## config.mk

```make
export PLATFORM = sky130hd
export DESIGN_NAME = lcv_alu_rr_arbiter_flat
export DESIGN_NICKNAME = d
export VERILOG_FILES = /design/src/rtl/lcv_alu_rr_arbiter_if.sv /design/src/rtl/lcv_alu_rr_arbiter.sv /design/src/flat_wrapper.sv
export SDC_FILE = /design/constraint.sdc
export NUM_CORES = 1
export LEC_CHECK = 0
export CAP_MARGIN = 0
export CORE_AREA = 2 2 112 114
export DETAILED_ROUTE_END_ITERATION = 8
export DIE_AREA = 0 0 114 116
export PLACE_DENSITY = 0.77
export SETUP_SLACK_MARGIN = 0.3
export SYNTH_ARGS = -nofsm -noshare
export SYNTH_HDL_FRONTEND = slang
export SYNTH_SLANG_ARGS = --single-unit
```

## constraint.sdc

```tcl
create_clock -name clk -period 5.03 [get_ports clk]
set_input_delay 0.503 -clock clk [delete_from_list [all_inputs] [get_ports clk]]
set_output_delay 0.503 -clock clk [all_outputs]
set_load 0.02 [all_outputs]
```

## src/rtl/lcv_alu_rr_arbiter_if.sv

```systemverilog
// Purpose: bundles the two requester handshakes, the shared-ALU drive/return
//          and the tagged response channel of lcv_alu_rr_arbiter.
// Ports:   master = requester/ALU/consumer side, slave = arbiter side.
interface lcv_alu_rr_arbiter_if #(
  parameter int WIDTH    = 32,
  parameter int OP_WIDTH = 8
);
  // requester 0
  logic                req0_valid;
  logic                req0_ready;
  logic [OP_WIDTH-1:0] req0_op;
  logic [WIDTH-1:0]    req0_a;
  logic [WIDTH-1:0]    req0_b;
  // requester 1
  logic                req1_valid;
  logic                req1_ready;
  logic [OP_WIDTH-1:0] req1_op;
  logic [WIDTH-1:0]    req1_a;
  logic [WIDTH-1:0]    req1_b;
  // shared ALU
  logic [WIDTH-1:0]    alu_inp_a;
  logic [WIDTH-1:0]    alu_inp_b;
  logic [OP_WIDTH-1:0] alu_inp_op;
  logic [WIDTH-1:0]    alu_outp_data;
  // response channel
  logic                rsp_valid;
  logic                rsp_ready;
  logic [WIDTH-1:0]    rsp_data;
  logic                rsp_id;
  logic                busy;

  modport master (
    output req0_valid, req0_op, req0_a, req0_b,
    input  req0_ready,
    output req1_valid, req1_op, req1_a, req1_b,
    input  req1_ready,
    input  alu_inp_a, alu_inp_b, alu_inp_op,
    output alu_outp_data,
    input  rsp_valid, rsp_data, rsp_id, busy,
    output rsp_ready
  );

  modport slave (
    input  req0_valid, req0_op, req0_a, req0_b,
    output req0_ready,
    input  req1_valid, req1_op, req1_a, req1_b,
    output req1_ready,
    output alu_inp_a, alu_inp_b, alu_inp_op,
    input  alu_outp_data,
    output rsp_valid, rsp_data, rsp_id, busy,
    input  rsp_ready
  );
endinterface

```

## src/rtl/lcv_alu_rr_arbiter.sv

```systemverilog
// Purpose: round-robin share of one registered ALU between two requesters;
//          results return through a 2-entry FIFO tagged with requester id.
// Latency: issue-to-response 2 cycles; 1 op/cycle sustained with rsp_ready=1.
// Backpressure: reqN_ready drops when FIFO occupancy plus the inflight op,
//          less a same-cycle pop, would reach 2.
// Ports:   clk, rst (async active-high), bus (slave modport of the _if).
module lcv_alu_rr_arbiter #(
  parameter int WIDTH    = 32,
  parameter int OP_WIDTH = 8
) (
  input logic                 clk,
  input logic                 rst,
  lcv_alu_rr_arbiter_if.slave bus
);

  logic             r_inflight;
  logic             r_inflight_id;
  logic             r_last_grant;
  logic [1:0]       r_count;
  logic             r_rd_ptr;
  logic             r_wr_ptr;
  logic [WIDTH-1:0] r_fifo_dat [2];
  logic             r_fifo_id  [2];

  logic       w_pop;
  logic [2:0] w_occupancy;
  logic       w_can_issue;
  logic       w_grant0;
  logic       w_grant1;
  logic       w_issue;

  assign w_pop = bus.rsp_valid & bus.rsp_ready;

  // Slots that will still be committed after this cycle's pop. A pop frees a
  // slot combinationally, so rsp_ready feeds reqN_ready in the same cycle;
  // this is what sustains one op per cycle.
  assign w_occupancy = {1'b0, r_count} + {2'b00, r_inflight} - {2'b00, w_pop};
  assign w_can_issue = (w_occupancy < 3'd2);

  // Tie goes to the requester that did not win the last issue.
  assign w_grant0 = w_can_issue & bus.req0_valid & (~bus.req1_valid | r_last_grant);
  assign w_grant1 = w_can_issue & bus.req1_valid & (~bus.req0_valid | ~r_last_grant);
  assign w_issue  = w_grant0 | w_grant1;

  assign bus.req0_ready = w_grant0;
  assign bus.req1_ready = w_grant1;

  // Idle cycles present op=0 so the ALU produces 0 rather than garbage.
  always_comb begin
    bus.alu_inp_a  = '0;
    bus.alu_inp_b  = '0;
    bus.alu_inp_op = {OP_WIDTH{1'b0}};
    if (w_grant0) begin
      bus.alu_inp_a  = bus.req0_a;
      bus.alu_inp_b  = bus.req0_b;
      bus.alu_inp_op = bus.req0_op;
    end else if (w_grant1) begin
      bus.alu_inp_a  = bus.req1_a;
      bus.alu_inp_b  = bus.req1_b;
      bus.alu_inp_op = bus.req1_op;
    end
  end

  assign bus.rsp_valid = (r_count != 2'd0);
  assign bus.rsp_data  = r_fifo_dat[r_rd_ptr];
  assign bus.rsp_id    = r_fifo_id[r_rd_ptr];
  assign bus.busy      = r_inflight | (r_count != 2'd0);

  always_ff @(posedge clk or posedge rst) begin
    if (rst) begin
      r_inflight    <= 1'b0;
      r_inflight_id <= 1'b0;
      r_last_grant  <= 1'b1;
      r_count       <= 2'd0;
      r_rd_ptr      <= 1'b0;
      r_wr_ptr      <= 1'b0;
      r_fifo_dat[0] <= '0;
      r_fifo_dat[1] <= '0;
      r_fifo_id[0]  <= 1'b0;
      r_fifo_id[1]  <= 1'b0;
    end else begin
      r_inflight <= w_issue;
      if (w_issue) begin
        r_inflight_id <= w_grant1;
        r_last_grant  <= w_grant1;
      end
      // The ALU result for last cycle's issue is valid now; capture it.
      if (r_inflight) begin
        r_fifo_dat[r_wr_ptr] <= bus.alu_outp_data;
        r_fifo_id[r_wr_ptr]  <= r_inflight_id;
        r_wr_ptr             <= ~r_wr_ptr;
      end
      if (w_pop) begin
        r_rd_ptr <= ~r_rd_ptr;
      end
      r_count <= r_count + {1'b0, r_inflight} - {1'b0, w_pop};
    end
  end

  a_no_overflow: assert property (@(posedge clk) disable iff (rst)
    !(r_inflight && (r_count == 2'd2) && !w_pop));

endmodule

```

## src/flat_wrapper.sv

```systemverilog
// flat-port wrapper written by rule: the top's interface ports become plain ports
module lcv_alu_rr_arbiter_flat 
#(
  parameter int WIDTH    = 32,
  parameter int OP_WIDTH = 8
)
  (clk, rst, bus_req0_valid, bus_req0_op, bus_req0_a, bus_req0_b, bus_req0_ready, bus_req1_valid, bus_req1_op, bus_req1_a, bus_req1_b, bus_req1_ready, bus_alu_inp_a, bus_alu_inp_b, bus_alu_inp_op, bus_alu_outp_data, bus_rsp_valid, bus_rsp_data, bus_rsp_id, bus_busy, bus_rsp_ready);
  lcv_alu_rr_arbiter_if #(.WIDTH(WIDTH), .OP_WIDTH(OP_WIDTH)) bus_i ();
  input logic clk;
  input logic rst;
  input wire logic [$bits(bus_i.req0_valid)-1:0] bus_req0_valid;
  input wire logic [$bits(bus_i.req0_op)-1:0] bus_req0_op;
  input wire logic [$bits(bus_i.req0_a)-1:0] bus_req0_a;
  input wire logic [$bits(bus_i.req0_b)-1:0] bus_req0_b;
  output wire logic [$bits(bus_i.req0_ready)-1:0] bus_req0_ready;
  input wire logic [$bits(bus_i.req1_valid)-1:0] bus_req1_valid;
  input wire logic [$bits(bus_i.req1_op)-1:0] bus_req1_op;
  input wire logic [$bits(bus_i.req1_a)-1:0] bus_req1_a;
  input wire logic [$bits(bus_i.req1_b)-1:0] bus_req1_b;
  output wire logic [$bits(bus_i.req1_ready)-1:0] bus_req1_ready;
  output wire logic [$bits(bus_i.alu_inp_a)-1:0] bus_alu_inp_a;
  output wire logic [$bits(bus_i.alu_inp_b)-1:0] bus_alu_inp_b;
  output wire logic [$bits(bus_i.alu_inp_op)-1:0] bus_alu_inp_op;
  input wire logic [$bits(bus_i.alu_outp_data)-1:0] bus_alu_outp_data;
  output wire logic [$bits(bus_i.rsp_valid)-1:0] bus_rsp_valid;
  output wire logic [$bits(bus_i.rsp_data)-1:0] bus_rsp_data;
  output wire logic [$bits(bus_i.rsp_id)-1:0] bus_rsp_id;
  output wire logic [$bits(bus_i.busy)-1:0] bus_busy;
  input wire logic [$bits(bus_i.rsp_ready)-1:0] bus_rsp_ready;
  assign bus_i.req0_valid = bus_req0_valid;
  assign bus_i.req0_op = bus_req0_op;
  assign bus_i.req0_a = bus_req0_a;
  assign bus_i.req0_b = bus_req0_b;
  assign bus_req0_ready = bus_i.req0_ready;
  assign bus_i.req1_valid = bus_req1_valid;
  assign bus_i.req1_op = bus_req1_op;
  assign bus_i.req1_a = bus_req1_a;
  assign bus_i.req1_b = bus_req1_b;
  assign bus_req1_ready = bus_i.req1_ready;
  assign bus_alu_inp_a = bus_i.alu_inp_a;
  assign bus_alu_inp_b = bus_i.alu_inp_b;
  assign bus_alu_inp_op = bus_i.alu_inp_op;
  assign bus_i.alu_outp_data = bus_alu_outp_data;
  assign bus_rsp_valid = bus_i.rsp_valid;
  assign bus_rsp_data = bus_i.rsp_data;
  assign bus_rsp_id = bus_i.rsp_id;
  assign bus_busy = bus_i.busy;
  assign bus_i.rsp_ready = bus_rsp_ready;
  lcv_alu_rr_arbiter #(.WIDTH(WIDTH), .OP_WIDTH(OP_WIDTH)) u_core (.clk(clk), .rst(rst), .bus(bus_i));
endmodule
```

==> results.json, run 1 <==
{
  "fin_setup_tns_ps": 0,
  "synth_simple_gate_area_frac": 0.01539,
  "synth_fa_ha_area_frac": 0.01155,
  "maxCapViolCount": 0,
  "r2r_cells": 11,
  "cts.sinks": 73,
  "fmax_ghz": 0.2236,
  "grt_max_degree": 77,
  "slew_headroom": 0.2579,
  "row_count": 40,
  "grt_pass1_wl_mm": 26.79,
  "viasPerCell": 5.165,
  "post-route-min-period_ps": 4472,
  "critical_path_class": "register to output port",
  "layout-drive-gt1-share": 0.2220,
  "wl_per_cell_um": 27.20,
  "ios": 290,
  "root_buffer": "clkbuf_16",
  "path_clk_slew_ps": 60,
  "clock_latency_ps": 330,
  "drc": 0,
  "antenna_found_initial": 5,
  "ys_ff_latch": 73,
  "dp_hpwl_mm": 16.17,
  "die-area_mm2": 0.01322,
  "drv_slew": 0,
  "met3_usage": 0.08734,
  "core_mm2": 0.01191,
  "reg2reg_to": "u_core.r_inflight$_DFF_PP0_",
  "synthCells": 294,
  "cts_buffers": 9,
  "finalCritPeriodShare": 0.8890,
  "p_per_area_mw_per_mm2": 701.4,
  "status": "finished clean",
  "globalRoute.busiestLayer": "met2",
  "hold_viol": 0,
  "cts_tree": "done",
  "most-common-layout-cells": "288 x clkdlybuf4s50_1, 99 x mux2_2, 72 x a22o_1, 72 x dfrtp_1, 9 x clkbuf_16",
  "final_util": 0.6075,
  "die_w_um": 114,
  "hold_ws_ps": 501.3,
  "setup_viol": 0,
  "synth-xor-area-share": 0.006735,
  "timing.rr.start": "u_core.r_count[1]$_DFF_PP0_",
  "peakVddDrop_v": 0.0004428,
  "synth_cell_types": 22,
  "critPathRequiredTime_ps": 4530,
  "initial_core_util": 0.3275,
  "met1_usage": 0.3399,
  "met2_usage": 0.4996,
  "cp_max_fo": 50,
  "htreeDepth": 3,
  "gp_congestion": 0.9573,
  "rsz0062_at_grt": "false",
  "hold_path.class": "register to register",
  "ys_seq_area_frac": 0.4686,
  "nNetsFinal": 760,
  "die_h_um": 116,
  "vias": 3791,
  "synth_warnings": 0,
  "portBuffers": 289,
  "postRouteAntennaNets": 0,
  "synth_top_family_by_area": "multiplexers",
  "drt_iter0_markers": 281,
  "wirelength_mm": 19.96,
  "cp.arrival_ps": 3970,
  "cp-start-kind": "register",
  "synth_nets": 478,
  "nFillCells": 991,
  "globalRoute.totalOverflow": 0,
  "ff2ff_setup_slack_ps": 2160,
  "p_leak_uw": 0.002905,
  "synth_area_mm2": 0.003901,
  "end_kind": "output port",
  "synth_mux_area_frac": 0.2858,
  "layout_commonest_cell": "clkdlybuf4s50_1",
  "drtPass1Iterations": 4,
  "worst_pin_slew_ps": 1110,
  "syn_area_per_cell_um2": 13.27,
  "whs_path_depth": 1,
  "clk_path_buf_depth": 2,
  "cp-startpoint": "u_core.r_count[1]$_DFF_PP0_",
  "gr-usage-all-layers": 0.2922,
  "areaGrowthSynthToFinish_pct": 85.47,
  "endpoint": "bus_alu_inp_b[4]",
  "synth_compound_area_frac": 0.1655,
  "clock-skew-final_ps": 6.387,
  "grt_pass1_vias": 3966
}
metal layers:
metal	wire (µm)	part of all wire	vias up
met5	0	0	-
met4	665	0.033	0
met3	1505	0.075	23
met2	10350	0.52	171
met1	7442	0.37	1908
li1	-	-	1689
through the flow:
| step | cells | total power [µW] | area, µm² | setup WS (ps) |
|---|---|---|---|---|
| 6_report | 734 | 5075 | 7236 | 558.4 |
| 3_3_place_gp | 710 | 4360 | 6895 | 641.7 |
| 3_5_place_dp | 710 | 4399 | 6895 | 613.7 |
| 2_1_floorplan | 294 | 2955 | 3901 | 1666 |
| 4_1_cts | 726 | 5076 | 7201 | 384.6 |
| 5_1_grt | 732 | 5308 | 7231 | 291.3 |
Yosys cell counts:
cell       n  area (µm²)
a21o_1     2       15.01
or2_2      1       6.260
nand2b_1   2       12.51
clkbuf_1   2       7.510
dfstp_2    1       26.28
xor2_1     2       17.52
inv_1      5       18.77
mux2_2    99        1115
dfrtp_1   72        1802
xnor2_1    1       8.760
and2_1     1       6.260
a22o_1    72       630.6
and4_1     1       8.760
nor2_2     1       6.260
buf_6      5       56.30
nand4_1    1       6.260
ha_1       2       25.02
or3_1      1       6.260
inv_2      1       3.750
buf_2     19       95.09
nand2_1    2       7.510
fa_1       1       20.02
where the power goes:
part,total (µW),internal (µW),switching (µW)
logic,3370,1760,1600
clock network,646,398,248
registers,1060,895,166
total,5080,3060,2020
timing repair:
item	4_1_cts	5_1_grt
endpoints found under the setup margin	0	2
hold buffers	0	0
setup buffers	0	2
resized for setup	0	2
hold endpoints to repair	0	0
registers in the layout (all words and copies together), names as in the netlist:
name / count
u_core.r_inflight: 1
u_core.r_fifo_id: 2
u_core.r_rd_ptr: 1
u_core.r_inflight_id: 1
u_core.r_wr_ptr: 1
u_core.r_count: 2
u_core.r_last_grant: 1
u_core.r_fifo_dat: 64
critical path, stage by stage, from the launching register on:
cell             delay, ps
dfrtp_1                420
or2_2                  320
and2_1                 200
ha_1                   290
inv_1                   70
ha_1                   150
inv_1                   60
fa_1                   400
xnor2_1                180
nand4_1                270
inv_4                  220
buf_12                 250
a22o_1                 160
clkdlybuf4s50_1        640
layout make-up:
type | count | area (µm²) | area share
clock buffer | 10 | 239.0 | 0.03303
sequential | 73 | 1828 | 0.2526
antenna | 6 | 15.01 | 0.002075
inverter | 6 | 25.02 | 0.003458
multi-input combinational | 189 | 1898 | 0.2623
clock inverter | 6 | 66.31 | 0.009165
timing repair buffer | 297 | 2980 | 0.4119
tap | 147 | 183.9 | 0.02542
worst min path at each step:
stage | end | start
2_1_floorplan | u_core.r_inflight_id$_DFFE_PP0P_ | u_core.r_inflight_id$_DFFE_PP0P_
3_3_place_gp | u_core.r_fifo_dat[10]$_DFFE_PP0P_ | u_core.r_fifo_dat[10]$_DFFE_PP0P_
3_5_place_dp | u_core.r_fifo_dat[6]$_DFFE_PP0P_ | u_core.r_fifo_dat[6]$_DFFE_PP0P_
4_1_cts | u_core.r_fifo_dat[6]$_DFFE_PP0P_ | u_core.r_fifo_dat[6]$_DFFE_PP0P_
5_1_grt | u_core.r_fifo_dat[36]$_DFFE_PP0P_ | u_core.r_fifo_dat[36]$_DFFE_PP0P_
6_report | u_core.r_fifo_dat[31]$_DFFE_PP0P_ | u_core.r_fifo_dat[31]$_DFFE_PP0P_
kinds of logic after synthesis:
group / count (synthesis)
adders and majority gates: 3
and+or+nand+nor: 10
muxes: 99
buffers and inverters: 32
AOI/OAI and AO/OA: 74
xor gates and xnor gates: 3
DFF: 73
No activity file was read; power rests on OpenSTA's default activity.
==> inputs of run 2 (changes only) <==
--- a/config.mk
+++ b/config.mk
@@ -5,7 +5,7 @@
 export SDC_FILE = /design/constraint.sdc
 export NUM_CORES = 1
 export LEC_CHECK = 0
-export CAP_MARGIN = 0
+export CAP_MARGIN = 20
 export CORE_AREA = 2 2 112 114
 export DETAILED_ROUTE_END_ITERATION = 8
 export DIE_AREA = 0 0 114 116
==> results of run 2 <==
The final DEF is identical to that of run 1; final timing and power are the same.
==> inputs of run 3 (changes only) <==
--- a/config.mk
+++ b/config.mk
@@ -10,7 +10,6 @@
 export DETAILED_ROUTE_END_ITERATION = 8
 export DIE_AREA = 0 0 114 116
 export PLACE_DENSITY = 0.77
-export SETUP_SLACK_MARGIN = 0.3
 export SYNTH_ARGS = -nofsm -noshare
 export SYNTH_HDL_FRONTEND = slang
 export SYNTH_SLANG_ARGS = --single-unit
==> run 3 against run 2 <==
Effect of this change: clock skew down 1.7 ps; sequential power barely moved; non-clock buffer count down 2; via count shrank 0.61%; global-route usage unchanged; power fell by 0.28%; maximum frequency down 3.7%; largest cell class unchanged.
==> results.json, run 3 (synthesis results as in run 1) <==
{
  "status": "finished clean",
  "htreeDepth": 3,
  "vias": 3768,
  "largest_reg_flops": 64,
  "hold_viol": 0,
  "critical_path_class": "register to output port",
  "most-common-layout-cells": "289 x clkdlybuf4s50_1, 99 x mux2_2, 72 x a22o_1, 72 x dfrtp_1, 9 x clkbuf_16",
  "hold_ws_ps": 500.6,
  "grt_max_degree": 77,
  "globalRoute.totalOverflow": 0,
  "cts_buffers": 9,
  "wl_per_cell_um": 27.33,
  "dp_slack_ps": 613.7,
  "hold_path.class": "register to register",
  "drc": 0,
  "cts_tree": "done",
  "initial_core_util": 0.3275,
  "cts_resized": 0,
  "fin_setup_tns_ps": 0,
  "p_per_area_mw_per_mm2": 701.6,
  "cp.arrival_ps": 4140,
  "ios": 290,
  "wirelength_mm": 19.98,
  "gp_congestion": 0.9573,
  "reg2reg_to": "u_core.r_inflight$_DFF_PP0_",
  "rsz0062_at_grt": "false",
  "antenna_found_initial": 5,
  "post_cts_buffers": 0,
  "finalCritPeriodShare": 0.9232,
  "clk_path_buf_depth": 2,
  "cts.sinks": 73,
  "portBuffers": 289,
  "dp_hpwl_mm": 16.17,
  "core_mm2": 0.01191,
  "viasPerCell": 5.155,
  "postRouteAntennaNets": 0,
  "clock-skew-final_ps": 4.709,
  "clock_latency_ps": 320,
  "reg_top3": "u_core.r_fifo_dat (64), u_core.r_count (2), u_core.r_fifo_id (2)",
  "setup_viol": 0,
  "nFillCells": 988,
  "fin_ws_ps": 386.2,
  "grt_pass1_wl_mm": 26.79,
  "cp_max_fo": 50,
  "endpoint": "bus_alu_inp_b[19]",
  "layout_commonest_cell": "clkdlybuf4s50_1",
  "slew_headroom": 0.2717,
  "p_leak_uw": 0.002880,
  "die-area_mm2": 0.01322,
  "drt_iter0_markers": 301,
  "r2r_cells": 11,
  "nNetsFinal": 758,
  "peakVddDrop_v": 0.0004455,
  "gr-usage-all-layers": 0.2922,
  "cp-start-kind": "register",
  "timing.rr.start": "u_core.r_count[1]$_DFF_PP0_",
  "post-route-min-period_ps": 4644,
  "die_h_um": 116,
  "row_count": 40,
  "cts_hold_buf": 0,
  "grt_pass1_vias": 3966,
  "maxCapViolCount": 0,
  "cp-startpoint": "u_core.r_count[1]$_DFF_PP0_",
  "layout-drive-gt1-share": 0.2193,
  "critPathRequiredTime_ps": 4530,
  "path_clk_slew_ps": 60,
  "areaGrowthSynthToFinish_pct": 84.89,
  "worst_pin_slew_ps": 1090,
  "drv_slew": 0,
  "root_buffer": "clkbuf_16",
  "largest-register": "u_core.r_fifo_dat",
  "die_w_um": 114,
  "ff2ff_setup_slack_ps": 2140,
  "end_kind": "output port",
  "drtPass1Iterations": 4,
  "fmax_ghz": 0.2153
}
==> run 3: changes by cell type in the layout (fill, tap and decap cells not counted) <==
| cell | change |
|---|---|
| buf_4 | -2 |
| clkdlybuf4s50_1 | +1 |
| diode_2 | -1 |
| dlymetal6s2s_1 | -1 |
| inv_2 | +1 |
| inv_4 | -1 |
==> run 3: how the worst min path moves through the flow <==
stage / slack (ps) / depth (start not counted) / startpoint / end
2_1_floorplan: 460 / 1 / u_core.r_inflight_id$_DFFE_PP0P_ / u_core.r_inflight_id$_DFFE_PP0P_
3_3_place_gp: 480 / 1 / u_core.r_fifo_dat[10]$_DFFE_PP0P_ / u_core.r_fifo_dat[10]$_DFFE_PP0P_
3_5_place_dp: 490 / 1 / u_core.r_fifo_dat[6]$_DFFE_PP0P_ / u_core.r_fifo_dat[6]$_DFFE_PP0P_
4_1_cts: 500 / 1 / u_core.r_fifo_dat[6]$_DFFE_PP0P_ / u_core.r_fifo_dat[6]$_DFFE_PP0P_
5_1_grt: 520 / 1 / u_core.r_fifo_dat[36]$_DFFE_PP0P_ / u_core.r_fifo_dat[36]$_DFFE_PP0P_
6_report: 500 / 1 / u_core.r_fifo_dat[31]$_DFFE_PP0P_ / u_core.r_fifo_dat[31]$_DFFE_PP0P_
==> run 3: worst max-delay path: stages (launching register included) <==
cell             delay, ps
dfrtp_1                430
or2_2                  330
and2_1                 200
ha_1                   290
inv_1                   60
ha_1                   150
inv_1                   60
fa_1                   400
xnor2_1                180
nand4_1                240
inv_2                  260
buf_12                 260
a22o_1                 290
clkdlybuf4s50_1        660
==> run 3: layout make-up <==
cell class	count	area [µm²]	share of cell area
Antenna cell	5	12.51	0.001735
Inverter	6	22.52	0.003122
Timing Repair Buffer	295	2963	0.4108
Sequential cell	73	1828	0.2534
Multi-Input combinational cell	189	1898	0.2631
Tap cell	147	183.9	0.02550
Clock buffer	10	239.0	0.03313
Clock inverter	6	66.31	0.009193
==> run 3: metal layers <==
| layer | vias to the layer above | track usage | part of all wire |
|---|---|---|---|
| met5 | - | 0 | 0 |
| met4 | 0 | 0.1325 | 0.030 |
| met3 | 20 | 0.08734 | 0.085 |
| met2 | 158 | 0.4996 | 0.52 |
| met1 | 1904 | 0.3399 | 0.36 |
| li1 | 1686 | - | - |
==> run 3: per-stage QoR <==
step,utilization,cells,power [µW],instance area (µm²)
global route,0.6054,730,5292,7211
floorplan,-,294,2955,3901
finish,0.6056,731,5061,7213
detailed placement,0.5789,710,4399,6895
global placement,0.5789,710,4360,6895
CTS,0.6045,726,5076,7201
==> run 3: report_power, final <==
part	leakage, µW	switching [µW]	internal, µW
logic	0.00188	1600	1750
registers	0.000860	168	895
clock network	0.000141	245	398
